## config.mk

```make
export PLATFORM = sky130hd
export DESIGN_NAME = usb_fs_tx_feeder_flat
export DESIGN_NICKNAME = d
export VERILOG_FILES = /design/src/rtl/usb_fs_tx_feeder_if.sv /design/src/rtl/usb_fs_tx_feeder.sv /design/src/flat_wrapper.sv
export SDC_FILE = /design/constraint.sdc
export NUM_CORES = 1
export LEC_CHECK = 0
export BUFFER_PORTS_ARGS = -buffer_cell sky130_fd_sc_hd__buf_2
export CORE_UTILIZATION = 47
export CTS_BUF_LIST = sky130_fd_sc_hd__clkbuf_8
export CTS_CLUSTER_DIAMETER = 60
export DETAILED_ROUTE_END_ITERATION = 8
export GPL_TIMING_DRIVEN = 0
export MAX_ROUTING_LAYER = met4
export PLACE_DENSITY = 0.71
export SYNTH_ARGS = -nofsm -noshare
export SYNTH_HDL_FRONTEND = slang
export SYNTH_SLANG_ARGS = --single-unit
export TNS_END_PERCENT = 20
```

## constraint.sdc

```tcl
create_clock -name clk_i -period 3.4 [get_ports clk_i]
set_clock_uncertainty 0.05 [all_clocks]
set_input_delay 0.51 -clock clk_i [delete_from_list [all_inputs] [get_ports clk_i]]
set_output_delay 0.51 -clock clk_i [all_outputs]
set_load 0.1 [all_outputs]
```

## src/rtl/usb_fs_tx_feeder_if.sv

```systemverilog
// Request, packet-buffer and serializer signals of the full-speed USB transmit feeder.
// The slave modport is the feeder; the master modport is its environment.
interface usb_fs_tx_feeder_if #(
    parameter int unsigned AddrW = 9,
    parameter int unsigned SizeW = 7
);
    logic             req_i;
    logic [3:0]       req_pid_i;
    logic [AddrW-1:0] req_addr_i;
    logic [SizeW-1:0] req_size_i;
    logic             busy_o;
    logic             done_o;
    logic             mem_req_o;
    logic [AddrW-1:0] mem_addr_o;
    logic [31:0]      mem_rdata_i;
    logic             pkt_start_o;
    logic [3:0]       pid_o;
    logic             tx_data_avail_o;
    logic [7:0]       tx_data_o;
    logic             tx_data_get_i;
    logic             pkt_end_i;

    modport slave (
        input  req_i, req_pid_i, req_addr_i, req_size_i, mem_rdata_i, tx_data_get_i, pkt_end_i,
        output busy_o, done_o, mem_req_o, mem_addr_o, pkt_start_o, pid_o, tx_data_avail_o,
               tx_data_o
    );

    modport master (
        output req_i, req_pid_i, req_addr_i, req_size_i, mem_rdata_i, tx_data_get_i, pkt_end_i,
        input  busy_o, done_o, mem_req_o, mem_addr_o, pkt_start_o, pid_o, tx_data_avail_o,
               tx_data_o
    );
endinterface

```

## src/rtl/usb_fs_tx_feeder.sv

```systemverilog
// Packet-level front end for the FS USB serializer: fetches the payload from the 32-bit
// packet buffer, starts the packet, streams bytes over avail/get and reports completion.
module usb_fs_tx_feeder #(
    parameter int unsigned AddrW = 9,
    parameter int unsigned SizeW = 7
) (
    input logic               clk_i,
    input logic               rst_ni,
    input logic               link_reset_i,
    usb_fs_tx_feeder_if.slave bus
);
    typedef enum logic [2:0] {StIdle, StFetch, StStart, StStream, StWaitEnd} state_e;

    state_e           state_q;
    logic [3:0]       pid_q;
    logic [AddrW-1:0] addr_q;
    logic [SizeW-1:0] size_q;
    logic [SizeW-1:0] sent_q;
    logic [31:0]      word_q;
    logic             word_valid_q;
    logic             refill_q;
    logic             is_data_q;
    logic             busy_q;
    logic             done_q;

    logic             req_is_data;
    logic             start_fetch;
    logic             avail;
    logic             take;
    logic             refill_now;
    logic [1:0]       byte_idx;
    logic [SizeW-1:0] sent_inc;
    logic [AddrW-1:0] next_addr;

    always_comb begin
        req_is_data = (bus.req_pid_i[1:0] == 2'b11);
        start_fetch = (state_q == StIdle) && bus.req_i && req_is_data &&
                      (bus.req_size_i != '0) && !link_reset_i;
        byte_idx    = sent_q[1:0];
        sent_inc    = sent_q + SizeW'(1);
        next_addr   = addr_q + AddrW'(1);
        avail       = (state_q == StStream) && word_valid_q && (sent_q != size_q) && !link_reset_i;
        take        = avail && bus.tx_data_get_i;
        // Last byte of a word consumed with more to come: fetch the next word right away.
        refill_now  = take && (byte_idx == 2'd3) && (sent_inc != size_q);
    end

    assign bus.mem_req_o       = start_fetch || refill_now;
    assign bus.mem_addr_o      = start_fetch ? bus.req_addr_i : (refill_now ? next_addr : '0);
    assign bus.pkt_start_o     = (state_q == StStart) && !link_reset_i;
    assign bus.busy_o          = busy_q;
    assign bus.done_o          = done_q;
    assign bus.pid_o           = pid_q;
    assign bus.tx_data_avail_o = avail;
    assign bus.tx_data_o       = word_q[{byte_idx, 3'b000} +: 8];

    always_ff @(posedge clk_i or negedge rst_ni) begin
        if (!rst_ni) begin
            state_q      <= StIdle;
            pid_q        <= '0;
            addr_q       <= '0;
            size_q       <= '0;
            sent_q       <= '0;
            word_q       <= '0;
            word_valid_q <= 1'b0;
            refill_q     <= 1'b0;
            is_data_q    <= 1'b0;
            busy_q       <= 1'b0;
            done_q       <= 1'b0;
        end else if (link_reset_i) begin
            // Bus reset aborts silently: no completion is reported.
            state_q      <= StIdle;
            pid_q        <= '0;
            addr_q       <= '0;
            size_q       <= '0;
            sent_q       <= '0;
            word_q       <= '0;
            word_valid_q <= 1'b0;
            refill_q     <= 1'b0;
            is_data_q    <= 1'b0;
            busy_q       <= 1'b0;
            done_q       <= 1'b0;
        end else begin
            done_q <= 1'b0;
            unique case (state_q)
                StIdle: begin
                    if (bus.req_i) begin
                        pid_q        <= bus.req_pid_i;
                        addr_q       <= bus.req_addr_i;
                        size_q       <= req_is_data ? bus.req_size_i : '0;
                        is_data_q    <= req_is_data;
                        sent_q       <= '0;
                        word_valid_q <= 1'b0;
                        refill_q     <= 1'b0;
                        busy_q       <= 1'b1;
                        state_q      <= start_fetch ? StFetch : StStart;
                    end
                end
                StFetch: begin
                    word_q       <= bus.mem_rdata_i;
                    word_valid_q <= 1'b1;
                    state_q      <= StStart;
                end
                StStart: begin
                    state_q <= is_data_q ? StStream : StWaitEnd;
                end
                StStream: begin
                    if (refill_q) begin
                        word_q       <= bus.mem_rdata_i;
                        word_valid_q <= 1'b1;
                        refill_q     <= 1'b0;
                    end
                    if (take) begin
                        sent_q <= sent_inc;
                        if (refill_now) begin
                            word_valid_q <= 1'b0;
                            addr_q       <= next_addr;
                            refill_q     <= 1'b1;
                        end
                    end
                    // Payload exhausted; the serializer appends CRC and EOP on its own.
                    if (sent_q == size_q) begin
                        state_q <= StWaitEnd;
                    end
                end
                StWaitEnd: begin
                    if (bus.pkt_end_i) begin
                        done_q  <= 1'b1;
                        busy_q  <= 1'b0;
                        state_q <= StIdle;
                    end
                end
                default: state_q <= StIdle;
            endcase
        end
    end
endmodule

```

## src/flat_wrapper.sv

```systemverilog
// flat-port wrapper written by rule: the top's interface ports become plain ports
module usb_fs_tx_feeder_flat 
#(
    parameter int unsigned AddrW = 9,
    parameter int unsigned SizeW = 7
)
  (clk_i, rst_ni, link_reset_i, bus_req_i, bus_req_pid_i, bus_req_addr_i, bus_req_size_i, bus_mem_rdata_i, bus_tx_data_get_i, bus_pkt_end_i, bus_busy_o, bus_done_o, bus_mem_req_o, bus_mem_addr_o, bus_pkt_start_o, bus_pid_o, bus_tx_data_avail_o, bus_tx_data_o);
  usb_fs_tx_feeder_if #(.AddrW(AddrW), .SizeW(SizeW)) bus_i ();
  input logic clk_i;
  input logic rst_ni;
  input logic link_reset_i;
  input wire logic [$bits(bus_i.req_i)-1:0] bus_req_i;
  input wire logic [$bits(bus_i.req_pid_i)-1:0] bus_req_pid_i;
  input wire logic [$bits(bus_i.req_addr_i)-1:0] bus_req_addr_i;
  input wire logic [$bits(bus_i.req_size_i)-1:0] bus_req_size_i;
  input wire logic [$bits(bus_i.mem_rdata_i)-1:0] bus_mem_rdata_i;
  input wire logic [$bits(bus_i.tx_data_get_i)-1:0] bus_tx_data_get_i;
  input wire logic [$bits(bus_i.pkt_end_i)-1:0] bus_pkt_end_i;
  output wire logic [$bits(bus_i.busy_o)-1:0] bus_busy_o;
  output wire logic [$bits(bus_i.done_o)-1:0] bus_done_o;
  output wire logic [$bits(bus_i.mem_req_o)-1:0] bus_mem_req_o;
  output wire logic [$bits(bus_i.mem_addr_o)-1:0] bus_mem_addr_o;
  output wire logic [$bits(bus_i.pkt_start_o)-1:0] bus_pkt_start_o;
  output wire logic [$bits(bus_i.pid_o)-1:0] bus_pid_o;
  output wire logic [$bits(bus_i.tx_data_avail_o)-1:0] bus_tx_data_avail_o;
  output wire logic [$bits(bus_i.tx_data_o)-1:0] bus_tx_data_o;
  assign bus_i.req_i = bus_req_i;
  assign bus_i.req_pid_i = bus_req_pid_i;
  assign bus_i.req_addr_i = bus_req_addr_i;
  assign bus_i.req_size_i = bus_req_size_i;
  assign bus_i.mem_rdata_i = bus_mem_rdata_i;
  assign bus_i.tx_data_get_i = bus_tx_data_get_i;
  assign bus_i.pkt_end_i = bus_pkt_end_i;
  assign bus_busy_o = bus_i.busy_o;
  assign bus_done_o = bus_i.done_o;
  assign bus_mem_req_o = bus_i.mem_req_o;
  assign bus_mem_addr_o = bus_i.mem_addr_o;
  assign bus_pkt_start_o = bus_i.pkt_start_o;
  assign bus_pid_o = bus_i.pid_o;
  assign bus_tx_data_avail_o = bus_i.tx_data_avail_o;
  assign bus_tx_data_o = bus_i.tx_data_o;
  usb_fs_tx_feeder #(.AddrW(AddrW), .SizeW(SizeW)) u_core (.clk_i(clk_i), .rst_ni(rst_ni), .link_reset_i(link_reset_i), .bus(bus_i));
endmodule
```

==> results of run 1 <==
## final cells by class
cell class | count | area [um^2] | share of cell area, %
plain buffers | 27 | 118 | 2.58
well taps | 102 | 128 | 2.80
repair buffers | 83 | 440 | 9.65
clock inverters | 4 | 47.5 | 1.04
multi-input cells | 307 | 1970 | 43.2
clock buffers | 12 | 165 | 3.62
flip-flops and latches | 67 | 1680 | 36.8
inverters | 4 | 15.0 | 0.329
## worst max path at each step
| stage | to | slack [ns] | cells past startpoint |
|---|---|---|---|
| floorplan | bus_mem_addr_o[2] | -0.96 | 7 |
| global placement | bus_mem_addr_o[6] | 0.11 | 9 |
| detailed placement | bus_mem_addr_o[8] | 0.04 | 9 |
| CTS | bus_mem_addr_o[8] | 0.004 | 8 |
| global route | bus_mem_addr_o[1] | -0.02 | 8 |
| finish | bus_mem_req_o | 0.11 | 8 |
## logic make-up after synthesis
| logic type | count (synthesis) | share of synthesized area (%) |
|---|---|---|
| buf+inv | 32 | 3.51 |
| xor+xnor | 19 | 4.84 |
| simple gates | 155 | 20.7 |
| flops | 67 | 44.8 |
| mux | 12 | 6.01 |
| compound gates | 119 | 19.5 |
| fa+ha+maj | 2 | 0.668 |
## through the flow
stage	instances	power [mW]	area, um^2	hold WS, ns
detailed placement	591	1.29	4300	0.415
global route	606	2.06	4560	0.291
finish	606	1.98	4560	0.212
floorplan	406	1.16	3750	0.164
CTS	606	1.99	4540	0.257
global placement	591	1.28	4300	0.408
## cell usage after synthesis, drive strengths merged, types with 3 or more instances
cell / n
a31oi: 5
a211oi: 5
nand4: 4
buf: 6
a22oi: 3
mux2: 4
nand3: 11
and3: 5
a22o: 8
nand2b: 35
dfrtp: 67
nor4: 3
o211ai: 4
nand2: 61
xnor2: 7
a21oi: 26
nor3: 6
inv: 4
xor2: 11
mux4: 8
clkbuf: 22
o22ai: 3
or4: 3
nor2: 16
o21ai: 52
## registers in the layout (all words and copies together) (netlist names)
name                 cells
u_core.addr_q            9
u_core.bus.busy_o        1
u_core.bus.done_o        1
u_core.bus.pid_o         4
u_core.is_data_q         1
u_core.refill_q          1
u_core.sent_q            7
u_core.size_q            7
u_core.state_q           3
u_core.word_q           32
u_core.word_valid_q      1
## timing repair
item | in CTS | in global routing
hold buffers | 0 | 0
endpoints found under the setup margin | 10 | 10
gates resized for setup | 13 | 7
## critical path, stage by stage (launching register included)
cell and delay (ns):
dfrtp_2 0.44, ha_4 0.21, xor3_1 0.23, or4_1 0.41, and4_4 0.22, o31ai_4 0.29, buf_4 0.22, nand2b_1 0.06
buf_2 0.29
## metal layers
layer,global-route usage (%),up-vias,wire [um]
met2,40.7,102,4730
li1,-,1635,-
met4,11.6,0,199
met3,3.52,17,379
met5,-,-,0
met1,33.0,1652,4300
## power by group
group	total, mW	switching, mW	leakage, nW	internal [mW]
clock network	0.706	0.309	0.108	0.396
logic	0.384	0.272	1.06	0.112
registers	0.889	0.0392	0.886	0.850
==> results.toml, run 1 <==
[worst_setup_path]
arrival_ns = 2.73
cp_max_fo = 10
crit-reg2reg-launch = "u_core.sent_q[0]$_DFFE_PN0P_"
crit_type = "reg -> out"
crit_path_end_kind = "output pin"
crit_start = "u_core.sent_q[0]$_DFFE_PN0P_"
reg2reg_to = "u_core.addr_q[0]$_DFFE_PN0P_"
reg2reg_slack_ns = 0.88
rr_worst_depth = 8
startpoint_type = "register"
worstPathRequired_ns = 2.84

[logic_synthesis]
synth_area_leaders = "dfrtp_1, o21ai_0, nand2_1"
synth_warnings = 0
synth_edf_count = 0
synthArstFlopShare_pct = 100
syn_inst = 406
netlist_area_mm2 = 0.00375
yosysTopAreaCellShare_pct = 44.8
avgSynthCellArea_um2 = 9.23
ys_types = 50
synth-seq-cells = 67
ys.flop_type = "dfrtp_1"
syn-num-nets = 466
synth_area_leader_cell = "dfrtp_1"
yosysSeqAreaShare_pct = 44.8

[grt]
track_usage_pct = 25.7
grt_pass1_wl_mm = 16.5
grt_overflow = 0
first_global_vias = 3436
grt_max_degree = 68
antenna_found_initial = 0

[layout]
finish.utilization_pct = 59.1
nNetsFinal = 559
synthToLayoutAreaGrowth_pct = 21.8
final_common_cell = "buf_2"
n_fill_cell = 687
final_cell_mix = "buf_2, dfrtp_1, nand2_1"
drive_above_1_share_pct = 25.2
diodes = 0

[floorplanning]
ios = 84
die_y_um = 91.3
coreArea_mm2 = 0.00773
initial_core_util_pct = 48.5
dieArea_mm2 = 0.00833
die-width_um = 91.3
rows = 32

[placement]
dp_slack_ns = 0.0410
gp_congestion = 0.870
io_buffers = 83
dp_hpwl_mm = 6.82

[timing]
finalSetupViolations = 0
finalCritPeriodShare_pct = 96.8
rsz0062_at_grt = "true"
hold_violations = 0
max_freq_mhz = 304
tightest_slew_ns = 0.851
slew_headroom_pct = 43.2
post-route-min-period_ns = 3.29
slew_violations = 0
tns_ns = 0
finalWorstSetupSlack_ns = 0.110

[clock_network]
post_cts_buffers = 0
cts_made_buffers = 9
cts_root_buf = "clkbuf_8"
htree_levels = 3
clk_path_buf_depth = 2
clkLatencyLatePin_ns = 0.35
clk_pin_slew_worst_paths_ns = 0.07
cts_tree = "yes"
cts.sinks = 67

[route]
dr.pass1.iters = 4
vias = 3406
initialDrtViolationCount = 204
drc_errors = 0
wire_per_inst_um = 15.9
ant_nets = 0
via_per_inst = 5.62
routed_wl_mm = 9.61

[min_path]
hold_path_class = "in -> async"

[job]
max-cap-violations = 0

[pwr]
pwr_density_cell_mw_per_mm2 = 434
leakagePower_nw = 2.06
ir_worst_vdd_mv = 0.271

[status]
status = "finished, final reports clean"
No activity file was read; power rests on OpenSTA's default activity.
==> run 2, diff against run 1 <==
- ABC_AREA: unset -> 1
- ABC_CLOCK_PERIOD_IN_PS: unset -> 3400
- CTS_BUF_LIST: sky130_fd_sc_hd__clkbuf_8 -> unset
==> run 2 against run 1 <==
Critical path depth grew 6. Die area shrank 2.3%. Global-route usage shrank 0.57 points. Combinational power grew 35%. Sequential share of layout area grew 1.4 points. Sequential cell count is the same. Final area shrank 3.9%. Routed wire length shrank 3.2%. Clock-buffer cell count shrank 3. Clock power shrank 14%. Highest routed layer unchanged.
==> results.toml, run 2 <==
[grt]
grt_max_degree = 68
grt_overflow = 0
antenna_found_initial = 0
first_global_vias = 3382
track_usage_pct = 25.1
grt_pass1_wl_mm = 15.8

[layout]
largest_reg_flops = 32
reg_top3 = "u_core.word_q (32), u_core.addr_q (9)"
diodes = 0
top_register = "u_core.word_q"
drive_above_1_share_pct = 22.0
nNetsFinal = 632
finish.utilization_pct = 59.5
synthToLayoutAreaGrowth_pct = 19.9
n_fill_cell = 725
final_cells = 676
final_cell_mix = "nand2_1, buf_2, dfrtp_1"
final_common_cell = "nand2_1"

[logic_synthesis]
yosysMostFrequentCell = "nand2_1"
avgSynthCellArea_um2 = 7.65
syn-num-nets = 538
syn_inst = 478
synthArstFlopShare_pct = 100
synth_common_cells = "nand2_1, dfrtp_1, o21ai_0"
synth-seq-cells = 67
synth_area_leader_cell = "dfrtp_1"
synth_edf_count = 0
synth_warnings = 0
yosysSeqAreaShare_pct = 45.8
ys.flop_type = "dfrtp_1"
synth_area_leaders = "dfrtp_1, nand2_1, o21ai_0"
ys_types = 36
yosysTopAreaCellShare_pct = 45.8
netlist_area_mm2 = 0.00366

[placement]
dpl.cell_count = 660
gp_congestion = 0.900
io_buffers = 83
dp_hpwl_mm = 6.87
dp_slack_ns = 0.498

[clock_network]
clkLatencyLatePin_ns = 0.35
cts_root_buf = "clkbuf_8"
cts_made_buffers = 9
post_cts_buffers = 0
htree_levels = 3
cts_tree = "yes"
clk_pin_slew_worst_paths_ns = 0.08
cts.sinks = 67
clk_path_buf_depth = 2

[worst_setup_path]
cp_max_fo = 10
critPathBufInv = 4
crit_chain = "ha_1 > nand2_1 > inv_1 > nand3_1 > nand2_1 > nand2_1 > nand2_1 > nand2_1 > inv_1 > nand2_1 > nand2_2 > buf_4 > o22ai_1 > buf_2"
crit_type = "reg -> out"
max_stage_delay_ns = 0.46
reg2reg_slack_ns = 1.28
arrival_ns = 2.60
cp_top_family = "buffers and inverters"
rr_worst_depth = 6
crit-reg2reg-launch = "u_core.state_q[0]$_DFFE_PN0P_"
path_depth = 14
startpoint_type = "register"
cp_slowest_cell = "buf_2"
worstPathRequired_ns = 2.84
crit_path_end_kind = "output pin"
crit_top_cell = "nand2_1"
reg2reg_to = "u_core.sent_q[2]$_DFFE_PN0P_"

[timing]
slew_headroom_pct = 45.1
finalSetupViolations = 0
slew_violations = 0
finalCritPeriodShare_pct = 92.8
tightest_slew_ns = 0.824
hold_violations = 0
hold_ws_ns = 0.205
max_freq_mhz = 317
rsz0062_at_grt = "false"
post-route-min-period_ns = 3.16
finalWorstSetupSlack_ns = 0.244

[floorplanning]
die_y_um = 90.2
initial_core_util_pct = 49.6
die-width_um = 90.2
ios = 84
coreArea_mm2 = 0.00737
rows = 31
dieArea_mm2 = 0.00814

[status]
status = "finished, final reports clean"

[pwr]
pwr_density_cell_mw_per_mm2 = 467
leakagePower_nw = 2.23
ir_worst_vdd_mv = 0.229

[job]
max-cap-violations = 0

[route]
wire_per_inst_um = 13.8
initialDrtViolationCount = 225
via_per_inst = 5.24
routed_wl_mm = 9.30
ant_nets = 0
vias = 3540
dr.pass1.iters = 5
drc_errors = 0

[min_path]
hold_path_class = "in -> async"
==> run 2: power breakdown <==
part / switching (mW) / internal [mW] / leakage (nW)
combinational: 0.391 / 0.128 / 1.26
sequential: 0.0575 / 0.868 / 0.891
clock: 0.339 / 0.266 / 0.0737
total: 0.788 / 1.26 / 2.23
==> run 2: routing by layer <==
layer  track usage (%)  part of all wire, %  up-vias
met1              33.8                   46     1657
li1                  -                    -     1763
met4              7.53                  1.3        0
met3              4.74                  5.1       13
met2              38.7                   47      107
met5                 -                    0        -
==> run 2: worst max-delay path by stage <==
stage                                              from           endpoint  slack (ns)
after floorplan            u_core.sent_q[1]$_DFFE_PN0P_  bus_mem_addr_o[3]       -0.03
after global routing      u_core.state_q[0]$_DFFE_PN0P_  bus_mem_addr_o[1]        0.03
after detailed placement                   link_reset_i  bus_mem_addr_o[1]        0.50
final                      u_core.sent_q[1]$_DFFE_PN0P_  bus_mem_addr_o[2]        0.24
after CTS                 u_core.state_q[0]$_DFFE_PN0P_  bus_mem_addr_o[1]        0.14
after global placement                     link_reset_i  bus_mem_addr_o[0]        0.53
==> run 2: area by class of cell <==
cell class | instances | area [um^2] | area share, %
Buffer | 16 | 77.6 | 1.77
Clock buffer | 9 | 124 | 2.82
Clock inverter | 7 | 55.1 | 1.25
Sequential cell | 67 | 1680 | 38.2
Multi-Input combinational cell | 344 | 1710 | 39.0
Inverter | 51 | 191 | 4.36
Timing Repair Buffer | 83 | 425 | 9.70
Tap cell | 99 | 124 | 2.82
==> run 2: worst reg2reg max path: cells and delay by family, from the launching register on <==
kind             cells  cell delay (ns)
AND/OR/NAND/NOR      4             0.78
flip-flops           1             0.44
AO/OA/AOI/OAI        2             0.69
==> run 2: metrics by stage <==
step / area, um^2 / setup TNS (ns) / power [mW]
2_1_floorplan: 3660 / -0.118 / 1.31
3_3_place_gp: 4200 / 0 / 1.45
3_5_place_dp: 4200 / 0 / 1.46
4_1_cts: 4380 / 0 / 2.06
5_1_grt: 4390 / 0 / 2.15
6_report: 4390 / 0 / 2.05
==> run 2: cell families (layout without fill, tap and decap cells) <==
group / after synthesis / after routing / synth area share [%]
AOI/OAI and AO/OA: 110 / 110 / 16.8
xor gates and xnor gates: 11 / 11 / 2.63
adders and majority gates: 2 / 2 / 0.684
buffers and inverters: 67 / 166 / 7.35
DFF: 67 / 67 / 45.8
and+or+nand+nor: 221 / 221 / 26.7
==> run 2: what timing repair did <==
item | 4_1_cts | 5_1_grt
setup endpoints to repair | 0 | 3
hold buffers | 0 | 0
gates resized for setup | 0 | 3
